==> config.mk <==
export PLATFORM = sky130hd
export DESIGN_NAME = kernel_driver
export DESIGN_NICKNAME = d
export VERILOG_FILES = /design/src/rtl/kernel_driver.sv
export SDC_FILE = /design/constraint.sdc
export NUM_CORES = 1
export LEC_CHECK = 0
export ABC_CLOCK_PERIOD_IN_PS = 5700
export CORE_AREA = 2 2 157 159
export DETAILED_ROUTE_END_ITERATION = 7
export DIE_AREA = 0 0 159 161
export PLACE_DENSITY = 0.69
export SYNTH_ARGS = -nofsm -noshare
export SYNTH_HDL_FRONTEND = slang
export SYNTH_SLANG_ARGS = --single-unit
==> constraint.sdc <==
create_clock -name clk -period 5.7 [get_ports clk]
set_clock_uncertainty 0.1 [all_clocks]
set_input_delay 1.14 -clock clk [delete_from_list [all_inputs] [get_ports clk]]
set_output_delay 1.14 -clock clk [all_outputs]
set_load 0.005 [all_outputs]
==> src/rtl/kernel_driver.sv <==
// Host-side sequencer for a start/done kernel with an array side-port.
// It preloads a job, runs the kernel under a watchdog, and streams back the result and the final array.
module kernel_driver #(
  parameter int unsigned DATA_W  = 64,
  parameter int unsigned ADDR_W  = 1,
  parameter int unsigned DEPTH   = 1,
  parameter int unsigned TIMEOUT = 1024
) (
  input  logic              clk,
  input  logic              rst_n,
  input  logic              in_valid,
  output logic              in_ready,
  input  logic [DATA_W-1:0] in_data,
  output logic              out_valid,
  input  logic              out_ready,
  output logic [DATA_W-1:0] out_data,
  output logic              out_last,
  output logic              out_err,
  output logic              busy,
  output logic              r_enable,
  output logic [DATA_W-1:0] init_i,
  output logic              controlArr,
  output logic              controlArrWEnable_a,
  output logic [ADDR_W-1:0] controlArrAddr_a,
  output logic [DATA_W-1:0] controlArrWData_a,
  input  logic [DATA_W-1:0] controlArrRData_a,
  input  logic              w_enable,
  input  logic [DATA_W-1:0] result
);

  localparam int unsigned IDX_W = ADDR_W + 1;
  localparam int unsigned WD_W  = $clog2(TIMEOUT + 1);
  localparam bit          HAS_ARR = (DEPTH != 0);
  localparam logic [IDX_W-1:0] LAST_IDX = HAS_ARR ? IDX_W'(DEPTH - 1) : '0;
  localparam logic [WD_W-1:0]  WD_LAST  = WD_W'(TIMEOUT - 1);

  typedef enum logic [3:0] {
    IDLE, LOAD_INIT, LOAD_ARR, START, RUN,
    EMIT_RES, RD_ISSUE, RD_CAP, EMIT_ARR, EMIT_ERR
  } state_t;

  state_t            state, state_n;
  logic [IDX_W-1:0]  idx, idx_n;
  logic [WD_W-1:0]   wd, wd_n;
  logic [DATA_W-1:0] init_n, data_n;
  logic              in_ready_n, out_valid_n, out_last_n, out_err_n;
  logic              busy_n, r_enable_n, ctrl_n;
  logic              in_acc, out_acc;

  assign in_acc  = in_valid && in_ready;
  assign out_acc = out_valid && out_ready;

  // Array write port follows the input stream directly so each accept is one write.
  assign controlArrWEnable_a = (state == LOAD_ARR) && in_valid;
  assign controlArrAddr_a    = idx[ADDR_W-1:0];
  assign controlArrWData_a   = in_data;

  // Next-state and next-output logic; outputs are registered decodes of state_n.
  always_comb begin
    state_n = state;
    idx_n   = idx;
    wd_n    = wd;
    init_n  = init_i;
    data_n  = out_data;

    case (state)
      IDLE: state_n = LOAD_INIT;
      LOAD_INIT: begin
        if (in_acc) begin
          init_n  = in_data;
          idx_n   = '0;
          state_n = HAS_ARR ? LOAD_ARR : START;
        end
      end
      LOAD_ARR: begin
        if (in_acc) begin
          idx_n = idx + IDX_W'(1);
          if (idx == LAST_IDX) state_n = START;
        end
      end
      START: begin
        wd_n    = '0;
        state_n = RUN;
      end
      RUN: begin
        wd_n = wd + WD_W'(1);
        // A done flag wins over a simultaneous watchdog hit.
        if (w_enable) begin
          data_n  = result;
          state_n = EMIT_RES;
        end else if (wd == WD_LAST) begin
          data_n  = '0;
          state_n = EMIT_ERR;
        end
      end
      EMIT_RES: begin
        if (out_acc) begin
          idx_n   = '0;
          state_n = HAS_ARR ? RD_ISSUE : IDLE;
        end
      end
      RD_ISSUE: state_n = RD_CAP;
      RD_CAP: begin
        data_n  = controlArrRData_a;
        state_n = EMIT_ARR;
      end
      EMIT_ARR: begin
        if (out_acc) begin
          idx_n   = idx + IDX_W'(1);
          state_n = (idx == LAST_IDX) ? IDLE : RD_ISSUE;
        end
      end
      EMIT_ERR: begin
        if (out_acc) state_n = IDLE;
      end
      default: state_n = IDLE;
    endcase

    in_ready_n  = (state_n == LOAD_INIT) || (state_n == LOAD_ARR);
    out_valid_n = (state_n == EMIT_RES) || (state_n == EMIT_ARR) || (state_n == EMIT_ERR);
    out_err_n   = (state_n == EMIT_ERR);
    busy_n      = (state_n != IDLE);
    r_enable_n  = (state_n != RUN);
    // Port ownership is kept through RD_CAP so the read data is sampled from the driver's address.
    ctrl_n      = (state_n == LOAD_ARR) || (state_n == RD_ISSUE) || (state_n == RD_CAP);

    case (state_n)
      EMIT_RES: out_last_n = !HAS_ARR;
      EMIT_ARR: out_last_n = (idx_n == LAST_IDX);
      EMIT_ERR: out_last_n = 1'b1;
      default:  out_last_n = 1'b0;
    endcase
  end

  // State, datapath and output registers.
  always_ff @(posedge clk or negedge rst_n) begin
    if (!rst_n) begin
      state      <= IDLE;
      idx        <= '0;
      wd         <= '0;
      init_i     <= '0;
      out_data   <= '0;
      in_ready   <= 1'b0;
      out_valid  <= 1'b0;
      out_last   <= 1'b0;
      out_err    <= 1'b0;
      busy       <= 1'b0;
      r_enable   <= 1'b1;
      controlArr <= 1'b0;
    end else begin
      state      <= state_n;
      idx        <= idx_n;
      wd         <= wd_n;
      init_i     <= init_n;
      out_data   <= data_n;
      in_ready   <= in_ready_n;
      out_valid  <= out_valid_n;
      out_last   <= out_last_n;
      out_err    <= out_err_n;
      busy       <= busy_n;
      r_enable   <= r_enable_n;
      controlArr <= ctrl_n;
    end
  end

endmodule

==> results of run 1 <==
==> worst max-delay path, stage by stage <==
cell and delay [ns]:
sky130_fd_sc_hd__clkdlybuf4s50_1 0.58, sky130_fd_sc_hd__and2_1 0.16, sky130_fd_sc_hd__clkdlybuf4s50_1 0.49
==> metal layers <==
metal  vias to the layer above  routed length (um)  GRT usage [%]  part of all wire (%)
li1                       2835                   -              -                     -
met1                      2891               10100           22.8                    43
met2                       257               11300           29.9                    48
met3                        23                1510           4.80                   6.5
met5                         -                   0              0                     0
met4                         0                 424           5.58                   1.8
==> logic make-up after synthesis <==
family                     after synthesis  synth area share [%]
muxes                                   66                  12.5
buffers and inverters                  114                  11.6
adders and majority gates                4                 0.647
DFF                                    152                  49.2
xor gates and xnor gates                 2                 0.227
and+or+nand+nor                        124                  7.91
AOI/OAI and AO/OA                      172                  17.9
==> cell usage in the layout (no fill, tap or decap), drive strengths merged, types with 3 or more instances in the layout <==
master	Yosys	routed
clkdlybuf4s50	0	396
dfrtp	151	151
nor2	73	73
a21oi	69	69
mux2	65	65
a22oi	65	65
clkbuf	15	18
o21ai	17	17
nand2	11	11
inv	6	10
buf	93	7
nand3	6	6
nand4	5	5
ha	4	4
bufinv	0	4
nor4b	4	4
o211ai	4	4
clkinv	0	4
nor3	3	3
a31oi	3	3
o31ai	3	3
and3	3	3
and2	3	3
nor2b	3	3
==> registers in the layout (all words and copies together), names as in the netlist, 2 cells and up <==
register  flops
idx           2
init_i       64
out_data     64
state         4
wd           11
==> per-stage QoR <==
step | power (uW) | util [%]
finish | 5910 | 49.7
global route | 6250 | 49.7
CTS | 5980 | 49.7
detailed placement | 4730 | 47.1
global placement | 4670 | 47.1
floorplan | 3350 | -
==> power breakdown <==
group	total (uW)	switching, uW	internal, uW
sequential	1990	386	1600
clock	1220	481	738
combinational	2700	945	1750
total	5910	1810	4090
==> how the worst max path moves through the flow <==
stage	depth (start not counted)	endpoint
2_1_floorplan	5	init_i[10]
3_5_place_dp	3	controlArrWEnable_a
6_report	3	controlArrWEnable_a
3_3_place_gp	3	controlArrWEnable_a
5_1_grt	3	controlArrWEnable_a
4_1_cts	3	controlArrWEnable_a
==> area by class of cell <==
type | count | area [sq um]
repair buffers | 403 | 4020
inverters | 6 | 22.5
flip-flops and latches | 152 | 3800
multi-input cells | 368 | 3040
fillers | 2213 | 12000
clock buffers | 18 | 429
clock inverters | 13 | 194
well taps | 324 | 405
==> reports/qor_table.md, run 1 <==
| Parameter | This run | Unit |
|---|---|---|
| Outcome | completed | - |
| Non-filler cells, final | 1284 | - |
| Synthesized net count | 835 | - |
| Core box area | 24000 | sq um |
| Post-synth EDFFs | 0 | - |
| Quantity of gates resized following cts | 0 | - |
| Via count of the first global-routing pass | 6311 | - |
| Setup-violating endpoint count in the final report | 0 | - |
| Critical path capture point type | output port | - |
| Drt drc | 0 | - |
| DR vias | 6006 | - |
| Avg WL per Cell | 18.1 | um |
| Count of final max-slew check failures | 0 | - |
| Global-route wire length before repair | 36100 | um |
| Crit Path Max Fanout | 5 | - |
| Unrepaired setup endpoints after global routing | false | - |
| Time the worst path needs with I/O delays and setup | 3.61 | ns |
| TritonCTS buffer count | 17 | - |
| Class of the tightest hold or removal check | reg -> reg | - |
| Detailed-router iteration count before antenna repair | 4 | - |
| Critical path launch point type | input port | - |
| Placed wire-length estimate | 16900 | um |
| Vert. Die Dim | 161 | um |
| Area of the mapped netlist | 7730 | sq um |
| Required time of the worst setup path | 4.46 | ns |
| Setup Crit Path Kind | in -> out | - |
| DRT iter0 DRCs | 295 | - |
| Sequential element share of the synthesized area | 49.2 | % |
| CTS H-tree lvls | 4 | - |
| Number of antenna violations at the first check in global routing | 0 | - |
| Leak Pwr | 0.00509 | uW |
| Synth-to-Final Area Change | 54.2 | % |
| Total Die Area | 25600 | sq um |
| Placed cell areas | 11300 | sq um |
| Clock-pin slew of the registers on the worst-case setup and hold paths | 0.06 | ns |
| Total non-filler cell area in the finished layout | 11900 | sq um |
| Post-CTS setup buffer count | 0 | - |
| Slew HR | 21.5 | % |
| Max capacitance violation total | 0 | - |
| Maximum number of pins on one net before global-route repair | 78 | - |
| Boundary Pins | 398 | - |
| Mean number of vias per cell | 4.68 | - |
| Clock tree from TritonCTS | built | - |
| Routed WL | 23300 | um |
| Highest achievable clock rate | 0.277 | GHz |
| Critical path launch point | in_valid | - |
| I/O Buffers | 397 | - |
| Final critical-path share of the clock period | 63.4 | % |
| Dpl cells | 1253 | - |
| Horizontal extent of the die | 159 | um |
| Hold path start | init_i[1] | - |
| Hold-fix buffers, CTS | 0 | - |
| Sum of overflow across all layers after global routing | 0 | - |
| Count of nets left with antenna violations after detail routing | 0 | - |
| #FFs+latches synth | 152 | - |
| Layout cell share with drive strength beyond 1 | 17.9 | % |
| Hold slack final | 0.407 | ns |
| Number of antenna repair diodes | 0 | - |
| Cells after synthesis | 634 | - |
| Most instantiated library cell after synthesis | sky130_fd_sc_hd__dfrtp_1 | - |
| R2r startpoint | state[2] | - |
| Cell types with the largest area share after synthesis | sky130_fd_sc_hd__dfrtp_1 (49%), sky130_fd_sc_hd__mux2_4 (12%), sky130_fd_sc_hd__a22oi_2 (9.7%) | - |
| Number of different library cells in the post-synthesis netlist | 55 | - |
| Number of cells traversed by the worst register-to-register path | 6 | - |
| Final hold violation count | 0 | - |
| GRT Util Overall | 17.9 | % |
| Cell count of the worst hold path | 1 | - |
| Routability cong. | 0.781 | - |
| Power per cell area | 496 | nW/um^2 |
| Mean instance size in the synthesized netlist | 12.2 | sq um |
| Ranking of synthesized cells by instance count | sky130_fd_sc_hd__dfrtp_1 (151), sky130_fd_sc_hd__nor2_1 (73), sky130_fd_sc_hd__a21oi_1 (69), sky130_fd_sc_hd__buf_4 (66) | - |
| Worst path arrival time | 2.37 | ns |
| Net count reported at finish | 1149 | - |
| Primary flip-flop cell chosen by synthesis mapping | sky130_fd_sc_hd__dfrtp_1 | - |
| Final sum of negative setup slack | 0 | ns |
| Warnings, synthesis | 0 | - |
| Number of standard-cell rows in the floorplan | 57 | - |
| Clock latency of the later-clocked register in the worst-skew pair | 0.42 | ns |
| Maximum clock path buffer count | 2 | - |
| Fraction of registers with async set/reset | 100 | % |
| Root buffer cell | sky130_fd_sc_hd__clkbuf_16 | - |
| CTS sink cnt | 152 | - |
| Maximum vdd drop | 242 | uV |
| Worst setup slack after placement | 2.06 | ns |
| Hold Path End | init_i[1] | - |
| Worst reg2reg path endpoint | out_data[47] | - |
| Slew at the pin closest to its max-slew limit | 1.18 | ns |
| Top-area cell type share of the netlist area | 48.9 | % |
| Cell taking the most area after synthesis | sky130_fd_sc_hd__dfrtp_1 | - |
| Initial Utilization | 32.3 | % |
| Setup slack of the worst register-to-register path | 2.57 | ns |
| Smallest setup slack after layout | 2.09 | ns |
Note: power is estimated with default switching activity, not from simulation.
==> run 2, diff against run 1 <==
--- a/config.mk
+++ b/config.mk
@@ -5,11 +5,11 @@
 export SDC_FILE = /design/constraint.sdc
 export NUM_CORES = 1
 export LEC_CHECK = 0
-export ABC_CLOCK_PERIOD_IN_PS = 5700
+export ABC_CLOCK_PERIOD_IN_PS = 3300
 export CORE_AREA = 2 2 157 159
 export DETAILED_ROUTE_END_ITERATION = 7
 export DIE_AREA = 0 0 159 161
-export PLACE_DENSITY = 0.69
+export PLACE_DENSITY = 0.71
 export SYNTH_ARGS = -nofsm -noshare
 export SYNTH_HDL_FRONTEND = slang
 export SYNTH_SLANG_ARGS = --single-unit
==> constraint.sdc (replaced) <==
create_clock -name clk -period 3.3 [get_ports clk]
set_clock_uncertainty 0.1 [all_clocks]
set_input_delay 0.66 -clock clk [delete_from_list [all_inputs] [get_ports clk]]
set_output_delay 0.66 -clock clk [all_outputs]
set_load 0.005 [all_outputs]
==> run 2 against run 1 <==
Effect of this change:
- combinational power increased by 78%
- clock-buffer cell count unchanged
- worst hold slack got worse by 0.018 ns
- power increased by 72%
- first-iteration DRC count increased by 19%
- worst setup slack got worse by 1.8 ns
- design area increased by 0.83%
- largest power group unchanged
==> reports/qor_table.md, run 2 (same netlist as run 1, synthesis figures left out) <==
| Parameter | This run | Unit | Delta |
|---|---|---|---|
| Final critical-path share of the clock period | 92.3 | % |  |
| Synth-to-Final Area Change | 55.4 | % |  |
| Drt drc | 0 | - | unchanged |
| Number of antenna violations at the first check in global routing | 0 | - | unchanged |
| Avg WL per Cell | 18.1 | um | about the same |
| Boundary Pins | 398 | - | unchanged |
| Number of standard-cell rows in the floorplan | 57 | - | unchanged |
| Non-filler cells, final | 1294 | - | +0.78% |
| Cell-internal power | 6950 | uW | +70% |
| Hold slack final | 0.389 | ns | -0.0176 ns |
| Time the worst path needs with I/O delays and setup | 3.05 | ns |  |
| Final hold violation count | 0 | - | unchanged |
| Routed WL | 23500 | um | +0.83% |
| Worst reg2reg path endpoint | out_data[24] | - |  |
| Maximum clock path buffer count | 2 | - | unchanged |
| Post-CTS setup buffer count | 0 | - | unchanged |
| Clock-pin slew of the registers on the worst-case setup and hold paths | 0.07 | ns | about the same |
| Highest achievable clock rate | 0.328 | GHz |  |
| Vert. Die Dim | 161 | um | unchanged |
| Core box area | 24000 | sq um | unchanged |
| Fraction of power consumed by sequential logic | 33.3 | % | -0.4 points |
| Registers with the highest flip-flop counts | init_i (64), out_data (64), wd (11) | - |  |
| Cell count of the worst hold path | 1 | - | unchanged |
| Multi-input logic area | 3040 | sq um | unchanged |
| Number of cells traversed by the worst register-to-register path | 6 | - | unchanged |
| CTS sink cnt | 152 | - | unchanged |
| DR vias | 6111 | - | +1.7% |
| Dpl cells | 1261 | - | +0.64% |
| Sum of overflow across all layers after global routing | 0 | - | unchanged |
| Crit Path Max Fanout | 20 | - | +15 |
| Slew HR | 54.6 | % | +33 points |
| Horizontal extent of the die | 159 | um | unchanged |
| Count of nets left with antenna violations after detail routing | 0 | - | unchanged |
| Worst path arrival time | 2.29 | ns | -0.08 ns |
| Initial Utilization | 32.3 | % | unchanged |
| I/O Buffers | 397 | - | unchanged |
| Hold-fix buffers, CTS | 1 | - | +1 |
| Fill cell count | 2170 | - | -1.9% |
| Class of the tightest hold or removal check | reg -> reg | - |  |
| Setup slack of the worst register-to-register path | 0.75 | ns | -1.82 ns |
| Via count of the first global-routing pass | 6464 | - | +2.4% |
| Sequential standard cell area | 3800 | sq um | unchanged |
| Maximum number of pins on one net before global-route repair | 125 | - | +60% |
| Share of total power in combinational logic | 47.2 | % | +1.5 points |
| Critical path launch point type | flop | - |  |
| R2r startpoint | state[2] | - |  |
| Setup Crit Path Kind | reg -> out | - |  |
| Unrepaired setup endpoints after global routing | false | - |  |
| TritonCTS buffer count | 17 | - | unchanged |
| Global-route wire length before repair | 37000 | um | +2.5% |
| Count of final max-slew check failures | 0 | - | unchanged |
| Outcome | completed | - |  |
| Slew at the pin closest to its max-slew limit | 0.681 | ns | -0.496 ns |
| Maximum vdd drop | 377 | uV | +56% |
| Mean number of vias per cell | 4.72 | - | +0.96% |
| Clock latency of the later-clocked register in the worst-skew pair | 0.42 | ns | about the same |
| Max capacitance violation total | 0 | - | unchanged |
| Leak Pwr | 0.00515 | uW | +1.3% |
| CTS H-tree lvls | 4 | - | unchanged |
| Final sum of negative setup slack | 0 | ns | unchanged |
| Required time of the worst setup path | 2.54 | ns | -1.92 ns |
| Root buffer cell | sky130_fd_sc_hd__clkbuf_16 | - |  |
| Routability cong. | 0.821 | - | +5.1% |
| Power per cell area | 847 | nW/um^2 | +71% |
| Clock network fraction of design power | 19.5 | % | -1.1 points |
| Top library cells by usage in the layout, fill and taps aside | sky130_fd_sc_hd__clkdlybuf4s50_1 (396), sky130_fd_sc_hd__dfrtp_1 (151), sky130_fd_sc_hd__nor2_1 (73) | - |  |
| Total Die Area | 25600 | sq um | unchanged |
| Detailed-router iteration count before antenna repair | 4 | - | unchanged |
| Sw Pwr | 3230 | uW | +79% |
| Setup-violating endpoint count in the final report | 0 | - | unchanged |
| Number of antenna repair diodes | 0 | - | unchanged |
| Fraction of power spent switching nets | 31.8 | % | +1.1 points |
| Placed wire-length estimate | 17300 | um | +2.4% |
| DRT iter0 DRCs | 352 | - | +19% |
| Layout cell share with drive strength beyond 1 | 18.8 | % | +0.85 points |
| Net count reported at finish | 1158 | - | +0.78% |
| Power Total | 10200 | uW | +72% |
| Critical path launch point | state[2] | - |  |
| Quantity of gates resized following cts | 0 | - | unchanged |
| Critical path capture point type | output port | - |  |
| Worst Setup EP | controlArrWEnable_a | - |  |
| Most common cell after layout, fill and taps aside | sky130_fd_sc_hd__clkdlybuf4s50_1 | - |  |
| Clock tree from TritonCTS | built | - |  |
| GRT Util Overall | 18.3 | % | +0.40 points |
-- run 2: cell types whose count changed in the layout (fill, tap and decap cells not counted) --
cell | previous run | this run
sky130_fd_sc_hd__inv_6 | 4 | 6
sky130_fd_sc_hd__clkinv_4 | 3 | 2
sky130_fd_sc_hd__buf_4 | 6 | 9
sky130_fd_sc_hd__inv_8 | 0 | 4
sky130_fd_sc_hd__clkbuf_1 | 1 | 0
sky130_fd_sc_hd__clkbuf_8 | 0 | 1
sky130_fd_sc_hd__clkinvlp_4 | 1 | 0
sky130_fd_sc_hd__buf_12 | 0 | 5
sky130_fd_sc_hd__bufinv_16 | 4 | 1
sky130_fd_sc_hd__dlygate4sd3_1 | 0 | 1
-- run 2: power groups by stage --
stage | Sequential [uW] | Combinational (uW) | Clock (uW)
floorplan | 3390 | 2390 | 0
global placement | 3380 | 4770 | 0
detailed placement | 3400 | 4870 | 0
CTS | 3390 | 4880 | 2050
global route | 3500 | 5190 | 2130
finish | 3390 | 4810 | 1990
-- run 2: per-layer routing --
metal / global-route usage [%] / wire, um
met1: 22.9 / 9840
met2: 30.8 / 11600
met3: 5.65 / 1600
met4: 5.25 / 449
met5: 0 / 0
-- run 2: final cells by class --
class | instances | share of cell area (%)
Timing Repair Buffer | 412 | 34.6
Sequential cell | 152 | 31.7
Multi-Input combinational cell | 368 | 25.3
Clock buffer | 18 | 3.65
Tap cell | 324 | 3.37
Clock inverter | 14 | 1.25
Inverter | 6 | 0.187
-- run 2: worst min path at each step --
stage                    start         end  slack (ns)
finish                   wd[9]       wd[9]        0.39
global route        init_i[62]  init_i[62]        0.42
CTS                      wd[9]       wd[9]        0.40
detailed placement       wd[9]       wd[9]        0.38
global placement         wd[9]       wd[9]        0.38
floorplan                rst_n        busy        0.26
-- run 2: worst max-delay path, stage by stage (launching register included) --
cell,delay [ns]
sky130_fd_sc_hd__dfrtp_1,0.63
sky130_fd_sc_hd__nor4b_1,0.52
sky130_fd_sc_hd__and2_1,0.20
sky130_fd_sc_hd__clkdlybuf4s50_1,0.50
-- run 2: stage by stage --
step / area (sq um) / util (%) / worst slack [ns]
final: 12000 / 50.1 / 0.253
after global routing: 12000 / 50.1 / 0.0907
after CTS: 12000 / 50.1 / 0.266
after detailed placement: 11400 / 47.6 / 0.411
after global placement: 11400 / 47.6 / 0.470
after floorplan: 7730 / - / 1.25
==> run 3, diff against run 2 <==
--- a/config.mk
+++ b/config.mk
@@ -9,7 +9,9 @@
 export CORE_AREA = 2 2 157 159
 export DETAILED_ROUTE_END_ITERATION = 7
 export DIE_AREA = 0 0 159 161
+export GPL_TIMING_DRIVEN = 0
 export PLACE_DENSITY = 0.71
+export SLEW_MARGIN = 20
 export SYNTH_ARGS = -nofsm -noshare
 export SYNTH_HDL_FRONTEND = slang
 export SYNTH_SLANG_ARGS = --single-unit
==> run 3 against run 2 <==
Effect of this change:
- global-route usage up 1.4 points
- clock power fell by 8%
- worst hold slack worse by 0.29 ns
- cell count grew 7.3%
==> reports/qor_table.md, run 3 (same netlist as run 1, synthesis figures left out) <==
| Parameter | This run | Unit | Delta |
|---|---|---|---|
| Outcome | completed | - |  |
| R2r startpoint | state[3] | - |  |
| Mean number of vias per cell | 4.64 | - | -1.8% |
| CTS H-tree lvls | 4 | - | unchanged |
| Maximum vdd drop | 355 | uV | -5.9% |
| Core box area | 24000 | sq um | unchanged |
| Global routing met3 resource utilization | 5.68 | % | +0.026 points |
| Highest achievable clock rate | 0.327 | GHz | -0.21% |
| Drt drc | 0 | - | unchanged |
| Hold-fix buffers, CTS | 0 | - | -1 |
| Routed WL | 25800 | um | +10% |
| Met1 usage in global routing | 24.7 | % | +1.8 points |
| Number of standard-cell rows in the floorplan | 57 | - | unchanged |
| Clock latency of the later-clocked register in the worst-skew pair | 0.41 | ns | about the same |
| Most common cell after layout, fill and taps aside | sky130_fd_sc_hd__clkdlybuf4s50_1 | - |  |
| Clock-pin slew of the registers on the worst-case setup and hold paths | 0.07 | ns | about the same |
| Slew at the pin closest to its max-slew limit | 0.828 | ns | +0.147 ns |
| Critical path launch point | state[0] | - |  |
| Number of cells traversed by the worst register-to-register path | 6 | - | unchanged |
| Setup-violating endpoint count in the final report | 0 | - | unchanged |
| Hold slack final | 0.0952 | ns | -0.294 ns |
| Detailed-router iteration count before antenna repair | 4 | - | unchanged |
| Leak Pwr | 0.00555 | uW | +7.7% |
| Smallest setup slack after layout | 0.246 | ns | -0.00638 ns |
| Placed wire-length estimate | 19800 | um | +15% |
| Unrepaired setup endpoints after global routing | false | - |  |
| Registers with the highest flip-flop counts | init_i (64), out_data (64), wd (11) | - |  |
| Crit Path Max Fanout | 10 | - | -50% |
| Critical path launch point type | flop | - |  |
| Max capacitance violation total | 0 | - | unchanged |
| Count of final max-slew check failures | 0 | - | unchanged |
| Class of the tightest hold or removal check | in -> async | - |  |
| Dpl cells | 1356 | - | +7.5% |
| Root buffer cell | sky130_fd_sc_hd__clkbuf_16 | - |  |
| Net count reported at finish | 1252 | - | +8.1% |
| Slew HR | 44.8 | % | -9.8 points |
| Via count of the first global-routing pass | 6720 | - | +4.0% |
| Setup Crit Path Kind | reg -> out | - |  |
| Non-filler cells, final | 1388 | - | +7.3% |
| Boundary Pins | 398 | - | unchanged |
| Count of nets left with antenna violations after detail routing | 0 | - | unchanged |
| Sum of overflow across all layers after global routing | 0 | - | unchanged |
| Power Total | 10300 | uW | +0.98% |
| Horizontal extent of the die | 159 | um | unchanged |
| Total Die Area | 25600 | sq um | unchanged |
| Clock tree from TritonCTS | built | - |  |
| Worst setup slack after placement | 0.504 | ns | +0.0929 ns |
| Fill cell count | 2202 | - | +1.5% |
| Initial Utilization | 32.3 | % | unchanged |
| GRT Util Overall | 19.7 | % | +1.4 points |
| CTS sink cnt | 152 | - | unchanged |
| Post-CTS setup buffer count | 0 | - | unchanged |
| Final hold violation count | 0 | - | unchanged |
| Power per cell area | 811 | nW/um^2 | -4.4% |
| Worst path arrival time | 2.29 | ns | about the same |
| Critical path capture point type | output port | - |  |
| Avg WL per Cell | 18.6 | um | +2.5% |
| GR met2 Demand/Resource | 33.7 | % | +2.8 points |
| DRT iter0 DRCs | 410 | - | +16% |
| Routability cong. | 0.867 | - | +5.6% |
| Number of antenna repair diodes | 0 | - | unchanged |
| Time the worst path needs with I/O delays and setup | 3.05 | ns | +0.00638 ns |
| I/O Buffers | 397 | - | unchanged |
| Most Crowded Layer GR | met2 | - |  |
| Maximum number of pins on one net before global-route repair | 80 | - | -36% |
| Number of antenna violations at the first check in global routing | 0 | - | unchanged |
| Top library cells by usage in the layout, fill and taps aside | sky130_fd_sc_hd__clkdlybuf4s50_1 (396), sky130_fd_sc_hd__dfrtp_1 (151), sky130_fd_sc_hd__nor2_1 (73) | - |  |
| TritonCTS buffer count | 17 | - | unchanged |
| Final core utilization | 52.9 | % | +2.8 points |
| Maximum clock path buffer count | 2 | - | unchanged |
| Global-route wire length before repair | 39100 | um | +5.5% |
| Required time of the worst setup path | 2.54 | ns | about the same |
| Layout cell share with drive strength beyond 1 | 24.4 | % | +5.7 points |
| Final critical-path share of the clock period | 92.5 | % | +0.19 points |
| Synth-to-Final Area Change | 64.1 | % |  |
| Quantity of gates resized following cts | 0 | - | unchanged |
| Vert. Die Dim | 161 | um | unchanged |
| DR vias | 6438 | - | +5.4% |
-- run 3: changes by cell type in the layout (fill, tap and decap cells not counted), moves of 3 or more --
| cell | change |
|---|---|
| sky130_fd_sc_hd__buf_6 | +14 |
| sky130_fd_sc_hd__buf_4 | +57 |
| sky130_fd_sc_hd__clkbuf_1 | +15 |
| sky130_fd_sc_hd__buf_2 | +6 |
| sky130_fd_sc_hd__inv_8 | -3 |
| sky130_fd_sc_hd__clkinvlp_4 | +3 |
-- run 3: metrics by stage --
stage	area [sq um]	setup TNS, ns
finish	12700	0
global route	12700	0
global placement	12100	-746.80
CTS	12700	0
floorplan	7730	0
detailed placement	12100	0
-- run 3: power breakdown --
group	total, uW	leakage (uW)	internal [uW]	switching (uW)
Combinational	5080	0.00344	3230	1850
Sequential	3380	0.00184	2770	607
Clock	1830	0.000260	981	847
Total	10300	0.00555	6980	3300
-- run 3: path summary, 6_finish.rpt --
kind,slack [ns],to
max,0.25,controlArrWEnable_a
min,0.1,out_data[33]
max reg2reg,0.72,out_data[58]
min reg2reg,0.39,wd[9]
max in group asynchronous,2.16,r_enable
min in group clk,0.39,wd[9]
-- run 3: worst max-delay path, stage by stage (launching register included) --
cell                              delay [ns]
sky130_fd_sc_hd__dfrtp_1                0.42
sky130_fd_sc_hd__buf_6                  0.16
sky130_fd_sc_hd__buf_2                  0.18
sky130_fd_sc_hd__nor4b_1                0.43
sky130_fd_sc_hd__and2_1                 0.19
sky130_fd_sc_hd__clkdlybuf4s50_1        0.51
-- run 3: layout make-up --
type | count | area, sq um | area share, %
Clock inverter | 14 | 114 | 0.898
Sequential cell | 152 | 3800 | 30.0
Buffer | 108 | 872 | 6.87
Multi-Input combinational cell | 368 | 3030 | 23.9
Tap cell | 324 | 405 | 3.20
Clock buffer | 18 | 429 | 3.38
Inverter | 6 | 22.5 | 0.178
Timing Repair Buffer | 398 | 4010 | 31.6
-- run 3: layer usage --
layer / up-vias / share of wire [%] / wire, um
met2: 279 / 50 / 12800
met5: - / 0 / 0
met4: 0 / 1.8 / 461
li1: 3041 / - / -
met1: 3094 / 42 / 10900
met3: 24 / 6.2 / 1600
